$ cat config.mk
export PLATFORM = sky130hd
export DESIGN_NAME = mem_lsu
export DESIGN_NICKNAME = d
export VERILOG_FILES = /design/src/rtl/mem_lsu.sv
export SDC_FILE = /design/constraint.sdc
export NUM_CORES = 1
export LEC_CHECK = 0
export ABC_AREA = 1
export BUFFER_PORTS_ARGS = -buffer_cell sky130_fd_sc_hd__buf_2
export CORE_MARGIN = 10
export CORE_UTILIZATION = 51
export CTS_CLUSTER_DIAMETER = 100
export CTS_CLUSTER_SIZE = 40
export DETAILED_ROUTE_END_ITERATION = 16
export GPL_TIMING_DRIVEN = 1
export PLACE_DENSITY_LB_ADDON = 0.3
export SYNTH_ARGS = -nofsm -noshare
export SYNTH_HDL_FRONTEND = slang
export SYNTH_SLANG_ARGS = --single-unit
$ cat constraint.sdc
create_clock -name Clk -period 2.1 [get_ports Clk]
set_input_delay 0.21 -clock Clk [delete_from_list [all_inputs] [get_ports Clk]]
set_output_delay 0.21 -clock Clk [all_outputs]
set_load 0.1 [all_outputs]
$ cat src/rtl/mem_lsu.sv
// mem_lsu: load/store unit for the MEM pipeline stage.
// Accepts one instruction per IDLE cycle from EX, passes non-memory ops through
// in one cycle, and runs loads/stores over a valid/ready request plus response
// bus using an IDLE/REQ/WAIT FSM. Sub-word stores are lane-replicated with byte
// enables; loads are lane-selected and sign/zero extended.
// A WAIT watchdog (TIMEOUT cycles, 0 = off) retires a hung access as a fault.
// Build option: define LSU_MISALIGN_TRAP_EN to trap misaligned H/W accesses
// (fault cause 01, no bus request); otherwise they are aligned down.
module mem_lsu #(
  parameter int ADDR_W  = 32,
  parameter int TIMEOUT = 256
) (
  input  logic              Clk,
  input  logic              Reset,
  input  logic              EX_valid,
  input  logic              EX_Mem_rd_en,
  input  logic              EX_Mem_wr_en,
  input  logic [2:0]        EX_Mem_op,
  input  logic              EX_MemToReg,
  input  logic              EX_RegFile_wr_en,
  input  logic [4:0]        EX_Rd_addr,
  input  logic [31:0]       EX_ALU_result,
  input  logic [31:0]       EX_Rs2_data,
  output logic              mem_req_valid,
  input  logic              mem_req_ready,
  output logic [ADDR_W-1:0] mem_addr,
  output logic              mem_wr_en,
  output logic [3:0]        mem_be,
  output logic [31:0]       mem_wr_data,
  input  logic              mem_rsp_valid,
  input  logic [31:0]       mem_rsp_data,
  input  logic              mem_rsp_err,
  output logic              MEM_stall,
  output logic              MEM_valid,
  output logic              MEM_MemToReg,
  output logic              MEM_RegFile_wr_en,
  output logic [4:0]        MEM_Rd_addr,
  output logic [31:0]       MEM_dout,
  output logic [31:0]       MEM_ALU_result,
  output logic              MEM_fault,
  output logic [1:0]        MEM_fault_cause
);

  typedef enum logic [1:0] {
    ST_IDLE = 2'b00,
    ST_REQ  = 2'b01,
    ST_WAIT = 2'b10
  } state_t;

  // Counter runs 0..TIMEOUT-1 across the WAIT cycles of one access.
  localparam int CNT_W = (TIMEOUT > 2) ? $clog2(TIMEOUT) : 1;
  localparam logic [CNT_W-1:0] CNT_MAX = CNT_W'((TIMEOUT > 0) ? (TIMEOUT - 1) : 0);

  localparam logic [1:0] CAUSE_NONE  = 2'b00;
  localparam logic [1:0] CAUSE_BUS   = 2'b10;
  localparam logic [1:0] CAUSE_TMO   = 2'b11;
`ifdef LSU_MISALIGN_TRAP_EN
  localparam logic [1:0] CAUSE_ALIGN = 2'b01;
`endif

  // Lane offset actually used: bytes keep a[1:0], halfwords snap to a[1], words to lane 0.
  function automatic logic [1:0] lane_off(input logic [2:0] op, input logic [1:0] a);
    case (op[1:0])
      2'b00:   lane_off = a;
      2'b01:   lane_off = {a[1], 1'b0};
      default: lane_off = 2'b00;
    endcase
  endfunction

  // Byte enables for the access size at the chosen lane.
  function automatic logic [3:0] byte_en(input logic [2:0] op, input logic [1:0] off);
    case (op[1:0])
      2'b00:   byte_en = 4'b0001 << off;
      2'b01:   byte_en = 4'b0011 << off;
      default: byte_en = 4'b1111;
    endcase
  endfunction

  // Store data is replicated across lanes so memory only needs the byte enables.
  function automatic logic [31:0] store_data(input logic [2:0] op, input logic [31:0] d);
    case (op[1:0])
      2'b00:   store_data = {4{d[7:0]}};
      2'b01:   store_data = {2{d[15:0]}};
      default: store_data = d;
    endcase
  endfunction

  // Lane select plus sign/zero extension of the load response word.
  function automatic logic [31:0] load_ext(input logic [2:0] op, input logic [1:0] off,
                                           input logic [31:0] d);
    logic [7:0]  b;
    logic [15:0] h;
    b = d[{off, 3'b000} +: 8];
    h = d[{off[1], 4'b0000} +: 16];
    case (op)
      3'b000:  load_ext = {{24{b[7]}}, b};
      3'b100:  load_ext = {24'h00_0000, b};
      3'b001:  load_ext = {{16{h[15]}}, h};
      3'b101:  load_ext = {16'h0000, h};
      default: load_ext = d;
    endcase
  endfunction

`ifdef LSU_MISALIGN_TRAP_EN
  // Halfword on an odd address or word off a 4-byte boundary.
  function automatic logic misaligned(input logic [2:0] op, input logic [1:0] a);
    case (op[1:0])
      2'b01:   misaligned = a[0];
      2'b10:   misaligned = (a != 2'b00);
      default: misaligned = 1'b0;
    endcase
  endfunction
`endif

  state_t           state_r;
  logic [CNT_W-1:0] cnt_r;
  logic [2:0]       op_r;
  logic [1:0]       off_r;
  logic             is_store_r;
  logic             m2r_r;
  logic             rf_we_r;
  logic [4:0]       rd_r;
  logic [31:0]      alu_r;

  logic             ex_mem_s;
  logic [1:0]       ex_off_s;
  logic [3:0]       ex_be_s;
  logic [31:0]      ex_wdata_s;
  logic [31:0]      rsp_dout_s;
  logic             rsp_rf_we_s;
`ifdef LSU_MISALIGN_TRAP_EN
  logic             ex_misalign_s;
`endif

  assign MEM_stall = (state_r != ST_IDLE);

  // Request formatting from EX and response formatting for the captured op.
  always_comb begin
    ex_mem_s = EX_Mem_rd_en | EX_Mem_wr_en;
    ex_off_s = lane_off(EX_Mem_op, EX_ALU_result[1:0]);
    ex_be_s  = byte_en(EX_Mem_op, ex_off_s);
    if (EX_Mem_wr_en) begin
      ex_wdata_s = store_data(EX_Mem_op, EX_Rs2_data);
    end else begin
      ex_wdata_s = 32'h0000_0000;
    end
    if (is_store_r || mem_rsp_err) begin
      rsp_dout_s = 32'h0000_0000;
    end else begin
      rsp_dout_s = load_ext(op_r, off_r, mem_rsp_data);
    end
    rsp_rf_we_s = rf_we_r & ~is_store_r & ~mem_rsp_err;
`ifdef LSU_MISALIGN_TRAP_EN
    ex_misalign_s = misaligned(EX_Mem_op, EX_ALU_result[1:0]);
`endif
  end

  // Main FSM: accept, issue request, await response or timeout, retire to MEM.
  always_ff @(posedge Clk) begin
    if (Reset) begin
      state_r           <= ST_IDLE;
      cnt_r             <= '0;
      op_r              <= 3'b000;
      off_r             <= 2'b00;
      is_store_r        <= 1'b0;
      m2r_r             <= 1'b0;
      rf_we_r           <= 1'b0;
      rd_r              <= 5'd0;
      alu_r             <= 32'h0000_0000;
      mem_req_valid     <= 1'b0;
      mem_addr          <= '0;
      mem_wr_en         <= 1'b0;
      mem_be            <= 4'b0000;
      mem_wr_data       <= 32'h0000_0000;
      MEM_valid         <= 1'b0;
      MEM_MemToReg      <= 1'b0;
      MEM_RegFile_wr_en <= 1'b0;
      MEM_Rd_addr       <= 5'd0;
      MEM_dout          <= 32'h0000_0000;
      MEM_ALU_result    <= 32'h0000_0000;
      MEM_fault         <= 1'b0;
      MEM_fault_cause   <= CAUSE_NONE;
    end else begin
      MEM_valid <= 1'b0;
      case (state_r)
        ST_IDLE: begin
          if (EX_valid && ex_mem_s) begin
            op_r       <= EX_Mem_op;
            off_r      <= ex_off_s;
            is_store_r <= EX_Mem_wr_en;
            m2r_r      <= EX_MemToReg;
            rf_we_r    <= EX_RegFile_wr_en;
            rd_r       <= EX_Rd_addr;
            alu_r      <= EX_ALU_result;
`ifdef LSU_MISALIGN_TRAP_EN
            if (ex_misalign_s) begin
              state_r           <= ST_IDLE;
              MEM_valid         <= 1'b1;
              MEM_MemToReg      <= EX_MemToReg;
              MEM_RegFile_wr_en <= 1'b0;
              MEM_Rd_addr       <= EX_Rd_addr;
              MEM_dout          <= 32'h0000_0000;
              MEM_ALU_result    <= EX_ALU_result;
              MEM_fault         <= 1'b1;
              MEM_fault_cause   <= CAUSE_ALIGN;
            end else begin
              state_r       <= ST_REQ;
              mem_req_valid <= 1'b1;
              mem_addr      <= {EX_ALU_result[ADDR_W-1:2], 2'b00};
              mem_wr_en     <= EX_Mem_wr_en;
              mem_be        <= ex_be_s;
              mem_wr_data   <= ex_wdata_s;
            end
`else
            state_r       <= ST_REQ;
            mem_req_valid <= 1'b1;
            mem_addr      <= {EX_ALU_result[ADDR_W-1:2], 2'b00};
            mem_wr_en     <= EX_Mem_wr_en;
            mem_be        <= ex_be_s;
            mem_wr_data   <= ex_wdata_s;
`endif
          end else if (EX_valid) begin
            state_r           <= ST_IDLE;
            MEM_valid         <= 1'b1;
            MEM_MemToReg      <= EX_MemToReg;
            MEM_RegFile_wr_en <= EX_RegFile_wr_en;
            MEM_Rd_addr       <= EX_Rd_addr;
            MEM_dout          <= 32'h0000_0000;
            MEM_ALU_result    <= EX_ALU_result;
            MEM_fault         <= 1'b0;
            MEM_fault_cause   <= CAUSE_NONE;
          end else begin
            state_r <= ST_IDLE;
          end
        end
        ST_REQ: begin
          if (mem_req_ready) begin
            state_r       <= ST_WAIT;
            mem_req_valid <= 1'b0;
            cnt_r         <= '0;
          end else begin
            state_r <= ST_REQ;
          end
        end
        ST_WAIT: begin
          if (mem_rsp_valid) begin
            state_r           <= ST_IDLE;
            MEM_valid         <= 1'b1;
            MEM_MemToReg      <= m2r_r;
            MEM_RegFile_wr_en <= rsp_rf_we_s;
            MEM_Rd_addr       <= rd_r;
            MEM_dout          <= rsp_dout_s;
            MEM_ALU_result    <= alu_r;
            MEM_fault         <= mem_rsp_err;
            MEM_fault_cause   <= mem_rsp_err ? CAUSE_BUS : CAUSE_NONE;
          end else if ((TIMEOUT != 0) && (cnt_r == CNT_MAX)) begin
            state_r           <= ST_IDLE;
            MEM_valid         <= 1'b1;
            MEM_MemToReg      <= m2r_r;
            MEM_RegFile_wr_en <= 1'b0;
            MEM_Rd_addr       <= rd_r;
            MEM_dout          <= 32'h0000_0000;
            MEM_ALU_result    <= alu_r;
            MEM_fault         <= 1'b1;
            MEM_fault_cause   <= CAUSE_TMO;
          end else begin
            state_r <= ST_WAIT;
            cnt_r   <= cnt_r + CNT_W'(1);
          end
        end
        default: begin
          state_r       <= ST_IDLE;
          mem_req_valid <= 1'b0;
        end
      endcase
    end
  end

endmodule

==> results.md, run 1 <==
- CTS Root Cell: clkbuf_16
- Max clock buf depth: 2
- Area leader, netlist: dfxtp_1
- R2r worst-path depth: 8
- Cell Rows: 45
- Placed inst area: 9094 µm²
- Critical path required time: 2400 ps
- Synthesized cell area: 8003 µm²
- Final Critical Period: 1929 ps
- First-pass GRT wire length: 39.41 mm
- Worst-Margin Slew: 862.9 ps
- PortBufs: 257
- Final nets: 1476
- Final core occ: 0.6343
- Vias in the first global route: 7531
- Met3 Track Usage GR: 0.06675
- Post-synthesis cell type count: 32
- Hold depth: 3
- DR vias: 8078
- Hold Path Sink: mem_wr_data[4]
- DPL Wire Length: 17.79 mm
- Layout overhead on the synthesized area: 21.39%
- Worst slew margin: 0.4248
- Final Max Tran Viols: 0
- Hold-fix buffers at CTS: 0
- Cells after Synth: 1170
- Max stage delay on crit path: 370 ps
- Max-Cap Viols: 0
- Max FO, Critical Path: 40
- Critical path launch point type: register
- GR Util met1: 0.2849
- CTS tree: done
- Worst-Skew Late Latency: 420 ps
- Gr usage total: 0.2228
- Pwr dens: 895.0 nW/µm²
- Final instance area: 9714 µm²
- Die area: 21100 µm²
- GR Util met2: 0.3544
- Area share of the largest cell type after synthesis: 0.4153
- Num Clock Sinks: 166
- Number of remaining DRC errors: 0
- Busiest layer in global routing: met2
- Status: completed
- Tcrit/Tclk final: 0.9188
- Synth Area per Inst: 6.840 µm²
- Setup TNS: 0 ps
- Final setup vio count: 0
- Worst hold start: EX_Rs2_data[4]
- Routability congestion estimate: 0.9214
- Core area: 15310 µm²
- Worst vdd ir: 0.5480 mV
- Hold Vio Cnt, Final: 0
- Synth warn: 0
- Initial antenna violation count: 4
- Critical-path top delay cell: buf_4
- Seq/Total Area, Yosys: 0.4153
- Vias per inst: 5.093
- Drt first-iter violations: 594
- Placed cells: 1552
- ANT nets after route: 0
- Yosys reg bits: 166
- Routed len/inst: 15.54 µm
- Worst reg-to-reg setup slack: 170 ps
- Post-Layout Cell Count: 1586
- Total Wirelength: 24.65 mm
- Min-Delay Path Class: input pin to register
- Die Wd: 145.3 µm
- Synth area leaders: dfxtp_1, nand2_1, a21oi_1
- Crit path kind: register to register
- CTS Buf Count: 17
- Initial Utilization: 0.5225
- RSZ-0062 raised after global routing: no
- Critical Path End Type: register
- Worst-path clk slew: 70 ps
- H-Tree Depth: 4
- Max Clk Rate: 518.3 MHz
- Pin count of the biggest net entering global routing: 80
- Worst r2r dst: MEM_ALU_result[8]
- Crit-path cells: ha_1 > nand2_1 > nor2_2 > nand3_4 > buf_4 > nand2_8 > o21ai_0 > nor2_1
- R2R Path Start: cnt_r[0]
- Final global-route overflow total: 0
- Pleak: 0.004755 µW
- Ratio of cells with drive above 1 in the final layout: 0.2454
- IO Pins: 260
- Die Ht: 145.3 µm
- Arrival time of the worst setup path: 2220 ps
- Clk_skew: 10.40 ps
- Drt first pass iters: 5
- Post-CTS setup buffers: 0
report_power, final:
group	internal [µW]	total [µW]	switching [µW]
Clock	1850	3140	1280
Sequential	3320	3410	88.7
Combinational	412	2150	1740
worst max path at each step:
stage / slack [ps] / end / from
6_report: 170 / MEM_ALU_result[8] / cnt_r[0]
3_5_place_dp: 100 / MEM_fault_cause[0] / cnt_r[0]
5_1_grt: 3 / MEM_ALU_result[8] / cnt_r[0]
4_1_cts: 50 / MEM_ALU_result[8] / cnt_r[0]
2_1_floorplan: 410 / MEM_dout[22] / is_store_r
3_3_place_gp: 180 / MEM_fault_cause[0] / cnt_r[0]
cells in the final DEF, fill, tap and decap left out, types with 2 or more instances in the layout:
| cell type | instances |
|---|---|
| a21oi_1 | 151 |
| buf_12 | 3 |
| buf_2 | 257 |
| buf_4 | 16 |
| bufinv_16 | 2 |
| clkbuf_16 | 17 |
| clkbuf_8 | 3 |
| clkinv_2 | 2 |
| clkinv_4 | 3 |
| clkinvlp_4 | 2 |
| conb_1 | 2 |
| dfxtp_1 | 166 |
| diode_2 | 2 |
| inv_1 | 113 |
| inv_2 | 5 |
| nand2_1 | 251 |
| nand2_2 | 4 |
| nand2_4 | 3 |
| nand3_1 | 72 |
| nand3_2 | 2 |
| nand4_1 | 8 |
| nor2_1 | 116 |
| nor2_4 | 4 |
| nor3_1 | 3 |
| o211ai_1 | 9 |
| o21ai_0 | 111 |
| o21ai_1 | 27 |
| or2_2 | 8 |
state kept, by name (all words and copies together), names as in the netlist, 4 cells and up:
name,cells
mem_wr_data,32
MEM_Rd_addr,5
cnt_r,8
MEM_ALU_result,32
MEM_dout,32
rd_r,5
alu_r,32
mem_be,4
cells in the mapped netlist:
library cell and number:
xnor2_1 1, nand2_4 4, xor2_1 1, nand3_4 1
inv_4 1, buf_6 7, nor2_8 1, o21bai_1 1
conb_1 1, dfxtp_1 166, a31oi_1 1, nor2_1 117
nand4_1 8, nand2_2 4, clkbuf_2 1, or2_2 8
nor3_1 3, inv_1 114, nand3_1 72, o21ai_1 27
ha_1 1, buf_4 43, o211ai_1 9, a21oi_1 151
nor2_4 3, inv_2 4, clkbuf_1 31, o21ai_0 111
a211oi_1 1, nand2_1 251, nand3_2 2, buf_2 24
what timing repair did:
action,CTS,global route
resized for setup,1,2
pin swaps,0,1
cloned,0,1
setup endpoints to repair,1,40
layer usage:
| metal | share of wire | vias to the layer above |
|---|---|---|
| met2 | 0.46 | 289 |
| met1 | 0.44 | 3637 |
| met5 | 0.00053 | - |
| met3 | 0.077 | 36 |
| met4 | 0.018 | 2 |
| li1 | - | 4114 |
worst max-delay path: cells and delay by family (launching register included):
kind | cells | cell delay (ps)
buffers and inverters | 1 | 370
AND/OR/NAND/NOR | 5 | 590
adder cells (fa/ha/maj) | 1 | 210
AO/OA/AOI/OAI | 1 | 280
flip-flops | 1 | 340
kinds of logic after synthesis:
group                      count (synthesis)  synth area share
buffers and inverters                    225            0.1365
other                                      1         0.0004686
xor gates and xnor gates                   2          0.002189
AOI/OAI and AO/OA                        301            0.1918
DFF                                      166            0.4153
adders and majority gates                  1          0.001563
and+or+nand+nor                          474            0.2522
cell type report:
type / instances / area (µm²)
fillers: 1458 / 5600
repair buffers: 276 / 1466
well taps: 211 / 264.0
inverters: 119 / 449.2
diodes: 2 / 5.005
clock buffers: 21 / 470.5
multi-input cells: 781 / 3613
flip-flops and latches: 166 / 3323
clock inverters: 10 / 122.6
metrics by stage:
step                      hold WS [ps]  power [µW]  setup slack, ps
after floorplan                  352.1        5253            409.3
after global placement           431.8        5606            176.1
after detailed placement         437.3        5621            102.1
after CTS                        34.78        8736            50.20
after global routing             47.09        9037            2.993
final                            48.18        8694            170.5
Note: power is estimated with default switching activity, not from simulation.
==> inputs of run 2 (changes only) <==
Settings changed: CORE_UTILIZATION 51 to 55.
Clock period 2.1 ns to 2.3 ns, I/O delays scaled along.
==> run 2 against run 1 <==
Compared with the run above:
- clock power fell by 5%
- flip-flop and latch count did not move
- power fell by 7.3%
- largest cell class unchanged
- global-route usage rose by 0.37 points
- combinational power fell by 9%
==> results.md, run 2 (synthesized netlist as in run 1, its figures left out) <==
- Final instance area: 9672 µm² (-0.44%)
- Arrival time of the worst setup path: 2340 ps (+120 ps)
- Initial antenna violation count: 1 (-3)
- Vias in the first global route: 7445 (-1.1%)
- Num Clock Sinks: 166 (unchanged)
- CTS tree: done
- Initial Utilization: 0.5569 (+0.03440)
- Gr usage total: 0.2265 (+0.003687)
- Worst reg-to-reg setup slack: 320 ps (+150 ps)
- Final global-route overflow total: 0 (unchanged)
- Die Ht: 140.6 µm (-3.2%)
- Crit path kind: register to register
- Drt first pass iters: 5 (unchanged)
- Max FO, Critical Path: 41 (+2.5%)
- Commonest non-fill, non-tap cell in the layout: buf_2
- Hold WS: 50.70 ps (+2.519 ps)
- Die Wd: 140.6 µm (-3.2%)
- Post-CTS resize count: 0 (-1)
- Final Max Tran Viols: 0 (unchanged)
- Layout overhead on the synthesized area: 20.86%
- ANT nets after route: 0 (unchanged)
- Register area: 3323 µm² (unchanged)
- R2R Path Start: cnt_r[0]
- Number of remaining DRC errors: 0 (unchanged)
- Pwr dens: 833.2 nW/µm² (-6.9%)
- Critical path required time: 2670 ps (+270 ps)
- Routability congestion estimate: 0.9491 (+3.0%)
- Tcrit/Tclk final: 0.8594 (-0.05943)
- Worst-Margin Slew: 977.0 ps (+114.2 ps)
- Worst setup path end: MEM_fault
- R2r worst-path depth: 8 (unchanged)
- Worst-path clk slew: 70 ps (about the same)
- First-pass GRT wire length: 37.38 mm (-5.2%)
- Critical Path End Type: register
- Most frequent cells in the layout: buf_2, nand2_1, dfxtp_1, a21oi_1, nor2_1
- Placed inst area: 9052 µm² (-0.45%)
- Total Wirelength: 23.73 mm (-3.8%)
- Worst r2r dst: MEM_fault
- CTS Buf Count: 17 (unchanged)
- Routed len/inst: 15.24 µm (-2.0%)
- Worst Setup SP: cnt_r[0]
- # fillers: 1334 (-8.5%)
- Die area: 19780 µm² (-6.3%)
- Setup TNS: 0 ps (unchanged)
- Min-Delay Path Class: input pin to register
- DPL Wire Length: 17.07 mm (-4.0%)
- Cell Rows: 44 (-2.2%)
- Worst slew margin: 0.3471 (-0.07767)
- Max clock buf depth: 2 (unchanged)
- Status: completed
- Worst-Skew Late Latency: 430 ps (about the same)
- Ratio of cells with drive above 1 in the final layout: 0.2442 (-0.001279)
- CTS Root Cell: clkbuf_16
- Multi-input logic area: 3591 µm² (-0.62%)
- Pin count of the biggest net entering global routing: 87 (+8.8%)
- Post-CTS setup buffers: 0 (unchanged)
- Drt first-iter violations: 593 (-0.17%)
- Final setup vio count: 0 (unchanged)
- Critical path launch point type: register
- RSZ-0062 raised after global routing: no
- Max-Cap Viols: 0 (unchanged)
- Pleak: 0.004763 µW (+0.16%)
- Final Critical Period: 1977 ps (+47.06 ps)
- Clk_skew: 11.59 ps (+1.193 ps)
- Worst vdd ir: 0.7701 mV (+41%)
- IO Pins: 260 (unchanged)
- Core area: 14370 µm² (-6.2%)
- H-Tree Depth: 4 (unchanged)
- Max Clk Rate: 505.9 MHz (-2.4%)
- PortBufs: 257 (unchanged)
- Hold Vio Cnt, Final: 0 (unchanged)
- Hold-fix buffers at CTS: 0 (unchanged)
- Vias per inst: 5.139 (+0.89%)
- DR vias: 8001 (-0.95%)
- Final nets: 1474 (-0.14%)
## run 2: final cells by class
type	instances	share of cell area
clock buffers	18	0.04437
clock inverters	14	0.01940
diodes	1	0.0002587
well taps	184	0.02380
repair buffers	275	0.1508
inverters	119	0.04644
multi-input cells	780	0.3713
flip-flops and latches	166	0.3436
## run 2: how the worst min path moves through the flow
| stage | slack, ps | cells after the start | start | endpoint |
|---|---|---|---|---|
| 6_report | 50 | 3 | EX_Rs2_data[0] | mem_wr_data[0] |
| 5_1_grt | 50 | 3 | EX_Rs2_data[5] | mem_wr_data[5] |
| 4_1_cts | 40 | 3 | EX_Rs2_data[0] | mem_wr_data[0] |
| 3_5_place_dp | 440 | 2 | rd_r[2] | rd_r[2] |
| 3_3_place_gp | 430 | 2 | rd_r[2] | rd_r[2] |
| 2_1_floorplan | 370 | 2 | EX_ALU_result[1] | mem_be[3] |
## run 2: through the flow
stage	power, µW	worst slack (ps)	cells	util
2_1_floorplan	4796	609.3	1171	-
6_report	8059	323.5	1557	0.6731
5_1_grt	8351	83.16	1557	0.6731
3_5_place_dp	5127	320.7	1524	0.6300
4_1_cts	8094	289.9	1556	0.6729
3_3_place_gp	5108	370.9	1524	0.6300
## run 2: power breakdown
| group | internal, µW | switching [µW] |
|---|---|---|
| logic | 375 | 1580 |
| registers | 3030 | 80.6 |
| clock network | 1740 | 1250 |
## run 2: worst max-delay path, cell delays in order (launching register included)
cell and delay (ps):
dfxtp_1 340, ha_1 210, nand2_1 120, nor2_1 100, nand3_4 60, inv_1 70
nor2_4 740, nand3_1 140, o21ai_1 110
## run 2: metal layers
metal  routed length (µm)  global-route usage  part of all wire  up-vias
li1                     -                   -                 -     4116
met1                10180              0.2777              0.43     3578
met2                11160              0.3749              0.47      280
met3                 2060             0.07256             0.087       27
met4                  328             0.05924             0.014        0
met5                    0                   0                 0        -
